<file path="src/rtl/hamming_decode_pipe.sv">
// Two-stage pipelined Hamming SEC decoder with valid/ready streaming and
// saturating corrected/uncorrectable word counters for SEU monitoring.

package hamming_decode_pipe_pkg;

    // Smallest parity count p such that 2**p covers data, parity and the zero syndrome.
    function automatic int calc_par_width(input int data_width);
        int p;
        p = 1;
        while ((32'sd1 <<< p) < (data_width + p + 1)) begin
            p = p + 1;
        end
        return p;
    endfunction

endpackage

module hamming_decode_pipe
    import hamming_decode_pipe_pkg::*;
#(
    parameter int DATA_WIDTH = 16,
    parameter int CNT_WIDTH  = 16,
    localparam int PAR_WIDTH = calc_par_width(DATA_WIDTH),
    localparam int CW_WIDTH  = DATA_WIDTH + PAR_WIDTH
) (
    input  logic                  clk,
    input  logic                  reset,
    input  logic                  in_valid,
    output logic                  in_ready,
    input  logic [CW_WIDTH-1:0]   cw_in,
    output logic                  out_valid,
    input  logic                  out_ready,
    output logic [DATA_WIDTH-1:0] out_data,
    output logic [PAR_WIDTH-1:0]  out_syndrome,
    output logic                  out_corr,
    output logic                  out_uncorr,
    input  logic                  cnt_clear,
    output logic [CNT_WIDTH-1:0]  corr_cnt,
    output logic [CNT_WIDTH-1:0]  uncorr_cnt
);

    localparam int IDX_W = $clog2(CW_WIDTH);
    localparam logic [CNT_WIDTH-1:0] CNT_MAX = {CNT_WIDTH{1'b1}};
    localparam logic [PAR_WIDTH-1:0] CW_POS_MAX = PAR_WIDTH'(CW_WIDTH);
    localparam logic [CW_WIDTH-1:0]  CW_ONE = {{(CW_WIDTH-1){1'b0}}, 1'b1};

    // The syndrome equals the XOR of the positions of every set bit.
    function automatic logic [PAR_WIDTH-1:0] syndrome_f(input logic [CW_WIDTH-1:0] cw);
        logic [PAR_WIDTH-1:0] syn;
        logic [IDX_W-1:0]     bi;
        syn = {PAR_WIDTH{1'b0}};
        for (int pos = 1; pos <= CW_WIDTH; pos++) begin
            bi = IDX_W'(pos - 1);
            if (cw[bi]) begin
                syn = syn ^ PAR_WIDTH'(pos);
            end else begin
                syn = syn;
            end
        end
        return syn;
    endfunction

    // Non-power-of-two positions carry data, shifted in so the lowest position lands at bit 0.
    function automatic logic [DATA_WIDTH-1:0] extract_f(input logic [CW_WIDTH-1:0] cw);
        logic [DATA_WIDTH-1:0] data;
        logic [IDX_W-1:0]      bi;
        data = {DATA_WIDTH{1'b0}};
        for (int pos = 1; pos <= CW_WIDTH; pos++) begin
            bi = IDX_W'(pos - 1);
            if ((pos & (pos - 1)) != 0) begin
                data = {cw[bi], data[DATA_WIDTH-1:1]};
            end else begin
                data = data;
            end
        end
        return data;
    endfunction

    logic                  s1_valid_q, s1_valid_d;
    logic [CW_WIDTH-1:0]   s1_cw_q, s1_cw_d;
    logic [PAR_WIDTH-1:0]  s1_syn_q, s1_syn_d;
    logic                  out_valid_q, out_valid_d;
    logic [DATA_WIDTH-1:0] out_data_q, out_data_d;
    logic [PAR_WIDTH-1:0]  out_syn_q, out_syn_d;
    logic                  out_corr_q, out_corr_d;
    logic                  out_uncorr_q, out_uncorr_d;
    logic [CNT_WIDTH-1:0]  corr_cnt_q, corr_cnt_d;
    logic [CNT_WIDTH-1:0]  uncorr_cnt_q, uncorr_cnt_d;

    logic                  s2_adv_s;
    logic                  s1_adv_s;
    logic                  out_hs_s;
    logic                  in_range_s;
    logic [CW_WIDTH-1:0]   fixed_cw_s;

    assign s2_adv_s = !out_valid_q || out_ready;
    assign s1_adv_s = !s1_valid_q || s2_adv_s;
    assign out_hs_s = out_valid_q && out_ready;
    assign in_ready = s1_adv_s;

    // Correction of the word held in stage 1.
    always_comb begin
        in_range_s = (s1_syn_q != {PAR_WIDTH{1'b0}}) && (s1_syn_q <= CW_POS_MAX);
        fixed_cw_s = s1_cw_q;
        if (in_range_s) begin
            fixed_cw_s = s1_cw_q ^ (CW_ONE << (s1_syn_q - PAR_WIDTH'(1)));
        end else begin
            fixed_cw_s = s1_cw_q;
        end
    end

    // Pipeline and counter next-state.
    always_comb begin
        s1_valid_d   = s1_valid_q;
        s1_cw_d      = s1_cw_q;
        s1_syn_d     = s1_syn_q;
        out_valid_d  = out_valid_q;
        out_data_d   = out_data_q;
        out_syn_d    = out_syn_q;
        out_corr_d   = out_corr_q;
        out_uncorr_d = out_uncorr_q;
        corr_cnt_d   = corr_cnt_q;
        uncorr_cnt_d = uncorr_cnt_q;

        if (s1_adv_s) begin
            s1_valid_d = in_valid;
            if (in_valid) begin
                s1_cw_d  = cw_in;
                s1_syn_d = syndrome_f(cw_in);
            end else begin
                s1_cw_d  = s1_cw_q;
                s1_syn_d = s1_syn_q;
            end
        end else begin
            s1_valid_d = s1_valid_q;
        end

        // Payload fields only change when a real word moves into stage 2.
        if (s2_adv_s) begin
            out_valid_d = s1_valid_q;
            if (s1_valid_q) begin
                out_data_d   = extract_f(fixed_cw_s);
                out_syn_d    = s1_syn_q;
                out_corr_d   = in_range_s;
                out_uncorr_d = (s1_syn_q > CW_POS_MAX);
            end else begin
                out_data_d   = out_data_q;
            end
        end else begin
            out_valid_d = out_valid_q;
        end

        if (cnt_clear) begin
            corr_cnt_d   = {CNT_WIDTH{1'b0}};
            uncorr_cnt_d = {CNT_WIDTH{1'b0}};
        end else begin
            if (out_hs_s && out_corr_q && (corr_cnt_q != CNT_MAX)) begin
                corr_cnt_d = corr_cnt_q + CNT_WIDTH'(1);
            end else begin
                corr_cnt_d = corr_cnt_q;
            end
            if (out_hs_s && out_uncorr_q && (uncorr_cnt_q != CNT_MAX)) begin
                uncorr_cnt_d = uncorr_cnt_q + CNT_WIDTH'(1);
            end else begin
                uncorr_cnt_d = uncorr_cnt_q;
            end
        end
    end

    // State registers; reset discards any in-flight words.
    always_ff @(posedge clk or negedge reset) begin
        if (!reset) begin
            s1_valid_q   <= 1'b0;
            s1_cw_q      <= {CW_WIDTH{1'b0}};
            s1_syn_q     <= {PAR_WIDTH{1'b0}};
            out_valid_q  <= 1'b0;
            out_data_q   <= {DATA_WIDTH{1'b0}};
            out_syn_q    <= {PAR_WIDTH{1'b0}};
            out_corr_q   <= 1'b0;
            out_uncorr_q <= 1'b0;
            corr_cnt_q   <= {CNT_WIDTH{1'b0}};
            uncorr_cnt_q <= {CNT_WIDTH{1'b0}};
        end else begin
            s1_valid_q   <= s1_valid_d;
            s1_cw_q      <= s1_cw_d;
            s1_syn_q     <= s1_syn_d;
            out_valid_q  <= out_valid_d;
            out_data_q   <= out_data_d;
            out_syn_q    <= out_syn_d;
            out_corr_q   <= out_corr_d;
            out_uncorr_q <= out_uncorr_d;
            corr_cnt_q   <= corr_cnt_d;
            uncorr_cnt_q <= uncorr_cnt_d;
        end
    end

    assign out_valid    = out_valid_q;
    assign out_data     = out_data_q;
    assign out_syndrome = out_syn_q;
    assign out_corr     = out_corr_q;
    assign out_uncorr   = out_uncorr_q;
    assign corr_cnt     = corr_cnt_q;
    assign uncorr_cnt   = uncorr_cnt_q;

endmodule
</file>
<file path="config.mk">
export PLATFORM = sky130hd
export DESIGN_NAME = hamming_decode_pipe
export DESIGN_NICKNAME = d
export VERILOG_FILES = /design/src/rtl/hamming_decode_pipe.sv
export SDC_FILE = /design/constraint.sdc
export NUM_CORES = 1
export LEC_CHECK = 0
export CAP_MARGIN = 25
export CORE_MARGIN = 2
export CORE_UTILIZATION = 33
export CTS_BUF_LIST = sky130_fd_sc_hd__clkbuf_4 sky130_fd_sc_hd__clkbuf_8
export CTS_CLUSTER_SIZE = 25
export DETAILED_ROUTE_END_ITERATION = 10
export PLACE_DENSITY_LB_ADDON = 0.1
export SYNTH_ARGS = -nofsm -noshare
export SYNTH_HDL_FRONTEND = slang
export SYNTH_SLANG_ARGS = --single-unit
</file>
<file path="constraint.sdc">
create_clock -name clk -period 2 [get_ports clk]
set_clock_uncertainty 0.05 [all_clocks]
set_input_delay 0.3 -clock clk [delete_from_list [all_inputs] [get_ports clk]]
set_output_delay 0.3 -clock clk [all_outputs]
set_load 0.03 [all_outputs]
</file>
==> impl_metrics.json <==
{
  "fin_tns_setup_ps": 0,
  "cp_cell_sequence": "clkdlybuf4s50_1 > and3_1 > nand4_1 > buf_4 > a211oi_1 > mux2_2",
  "clock_latency_ps": 360,
  "synth_edf_count": 0,
  "core_area_um2": 12600,
  "fin_ws_ps": 75.9,
  "startpoint_type": "primary input",
  "worstSetupPathType": "primary input to register",
  "multi_input_area_um2": 2240,
  "ys_top_cells_by_count": "78 x dfrtp_1, 43 x nand2_1, 30 x mux2_2, 27 x xnor2_1, 25 x nor2_1",
  "first_iter_violations": 121,
  "crit_family": "buffers and inverters",
  "synthTopCellsByArea": "dfrtp_1 46%, mux2_2 7.9%, xnor2_1 5.5%",
  "yosysTopAreaCell": "dfrtp_1",
  "yosysWarnings": 0,
  "vias_per_cell": 4.94,
  "p_per_area_nw_per_um2": 906,
  "syn_nets": 456,
  "first_pass_iters": 4,
  "reg2reg_depth": 6,
  "setup_viol": 0,
  "timing.final.max_slew_violations": 0,
  "synthCells": 427,
  "stdcell_count": 720,
  "final_nets": 572,
  "htreeDepth": 3,
  "post-place-ws_ps": -181,
  "grt_pass1_wl_mm": 17.2,
  "async_reset_ff_frac": 1.00,
  "grt_pass1_vias": 3514,
  "r2r-end": "uncorr_cnt[11]",
  "postRouteAntennaNets": 0,
  "post_synth.cell_area_avg_um2": 10.0,
  "ys_seq_area_frac": 0.456,
  "synth_most_common_cell": "dfrtp_1",
  "avgRoutedWirePerCell_um": 14.5,
  "dpl.hpwl_mm": 7.83,
  "peakVddDrop_mv": 0.359,
  "cts.reportedPaths.clkPinSlew_ps": 90,
  "run_status": "complete, no violations",
  "cp_slowest_cell": "clkdlybuf4s50_1",
  "vias": 3558,
  "grt.busiest_layer": "met2",
  "final-seq-area_um2": 1960,
  "port_buffers": 82,
  "totalWireLength_mm": 10.4,
  "drive_gt1_frac": 0.204,
  "cts_buffers": 9,
  "diodes": 0,
  "syn_to_final_growth_pct": 37.5,
  "rows": 41,
  "clk_path_buf_depth": 2,
  "grt_overflow_total": 0,
  "worst_pin_slew_ps": 475,
  "arrival_ps": 2110,
  "yosysUniqueCellTypes": 51,
  "gp_congestion": 0.798,
  "slew_headroom": 0.684,
  "ys_ff_latch": 78,
  "drc": 0,
  "met3_usage": 0.0325,
  "use_met1": 0.190,
  "r2r-start": "uncorr_cnt[1]",
  "grtUsageMet2": 0.266,
  "io_pins": 83,
  "slowest_delay_ps": 560,
  "clock-sinks": 78,
  "crit_fanout": 5,
  "synth_ff_type": "dfrtp_1",
  "synth_top_area_frac": 0.456,
  "endpoint_kind": "register",
  "die_h_um": 118,
  "grt_max_degree": 35,
  "clockRootBuffer": "clkbuf_8",
  "rrSetupSlack_ps": 80,
  "cts_tree": "built",
  "cp_num_buf_inv": 2,
  "antenna_found_initial": 0,
  "p_leak_nw": 2.37,
  "die_w_um": 118,
  "initial_core_util": 0.339,
  "hold_path_class": "primary input to async pin",
  "die_area_um2": 13900,
  "fillers": 1246,
  "min_period_ps": 1920,
  "grt_use_total": 0.154,
  "synth_area_um2": 4280,
  "dp_cells": 702,
  "fin_util": 0.466,
  "fin_crit_sh": 0.962,
  "drv_cap": 0,
  "required_ps": 2190,
  "hold_viol_final": 0,
  "hold_ws_ps": 392,
  "timing.fmax_mhz": 520
}
## where the power goes
part           switching (W)  internal [W]  total (W)
Sequential          0.000220       0.00182    0.00204
Clock               0.000602      0.000861    0.00146
Combinational       0.000970      0.000865    0.00183
## layout by cell type (no fill, tap or decap), types with 3 or more instances in the layout
| cell type | n |
|---|---|
| and3_1 | 5 |
| nor2b_1 | 16 |
| or4_1 | 11 |
| nor2_1 | 25 |
| clkbuf_8 | 10 |
| nand2b_1 | 8 |
| o31ai_1 | 9 |
| xnor2_1 | 27 |
| buf_4 | 43 |
| xnor3_1 | 4 |
| mux2_2 | 30 |
| nand4_1 | 10 |
| bufinv_16 | 3 |
| a21oi_1 | 21 |
| dfrtp_1 | 75 |
| or3_1 | 8 |
| buf_12 | 3 |
| clkdlybuf4s50_1 | 80 |
| nand2_1 | 42 |
| xor2_1 | 7 |
| nand3_1 | 10 |
| o21ai_0 | 24 |
| nor4_1 | 9 |
| nand3b_1 | 3 |
| inv_1 | 8 |
| and4_1 | 3 |
| a211oi_1 | 5 |
| nor3_1 | 3 |
| dfrtp_2 | 3 |
| a31oi_1 | 7 |
## worst register-to-register path: cells and delay by family (launching register included)
| family | cells | cell delay, ps |
|---|---|---|
| AOI/OAI and AO/OA | 1 | 240 |
| muxes | 1 | 370 |
| and+or+nand+nor | 2 | 460 |
| DFF | 1 | 370 |
| buffers and inverters | 2 | 320 |
## what timing repair did
item                                    CTS  global route
setup buffers                             0             1
resized for setup                         1             5
endpoints found under the setup margin    1            10
pin swaps                                 0             2
hold buffers                              1             0
endpoints found under the hold margin    31             0
## registers in the layout, summed over array words and instances (netlist names)
name,count
out_valid,1
s1_cw_q,16
out_data,16
out_corr,1
out_uncorr,1
uncorr_cnt,16
s1_syn_q,5
s1_valid_q,1
out_syndrome,5
corr_cnt,16
## cell families (layout without fill, tap and decap cells)
family / after synthesis / count (layout) / synth area share
multiplexers: 33 / 33 / 0.0868
AND/OR/NAND/NOR: 169 / 169 / 0.219
XOR/XNOR: 38 / 38 / 0.0906
buffers and inverters: 30 / 151 / 0.0304
AO/OA/AOI/OAI: 76 / 76 / 0.108
adder cells (fa/ha/maj): 3 / 3 / 0.00877
flip-flops: 78 / 78 / 0.456
## through the flow
stage / total power (W) / area [um^2]
finish: 0.00533 / 5890
global route: 0.00566 / 5890
CTS: 0.00538 / 5850
detailed placement: 0.00389 / 5590
global placement: 0.00387 / 5590
floorplan: 0.00312 / 4310
## worst max path at each step
stage,slack [ps],to,start,cells past startpoint
floorplan,-20,uncorr_cnt[11],uncorr_cnt[0],6
global placement,-140,uncorr_cnt[11],out_ready,6
detailed placement,-180,uncorr_cnt[11],out_ready,6
CTS,7,uncorr_cnt[15],uncorr_cnt[0],5
global route,-20,uncorr_cnt[11],out_ready,6
finish,80,uncorr_cnt[11],out_ready,6
## cell type report
class,instances,share of cell area
timing repair buffer,127,0.203
clock buffer,10,0.0234
clock inverter,6,0.0185
inverter,8,0.00510
sequential,78,0.332
tap,172,0.0366
multi-input combinational,319,0.381
## routing by layer
| layer | vias up | wire length (um) |
|---|---|---|
| met5 | - | 0 |
| met4 | 0 | 163 |
| met3 | 15 | 427 |
| met2 | 68 | 5140 |
| met1 | 1704 | 4680 |
| li1 | 1771 | - |
(Power assumes the default switching activity.)
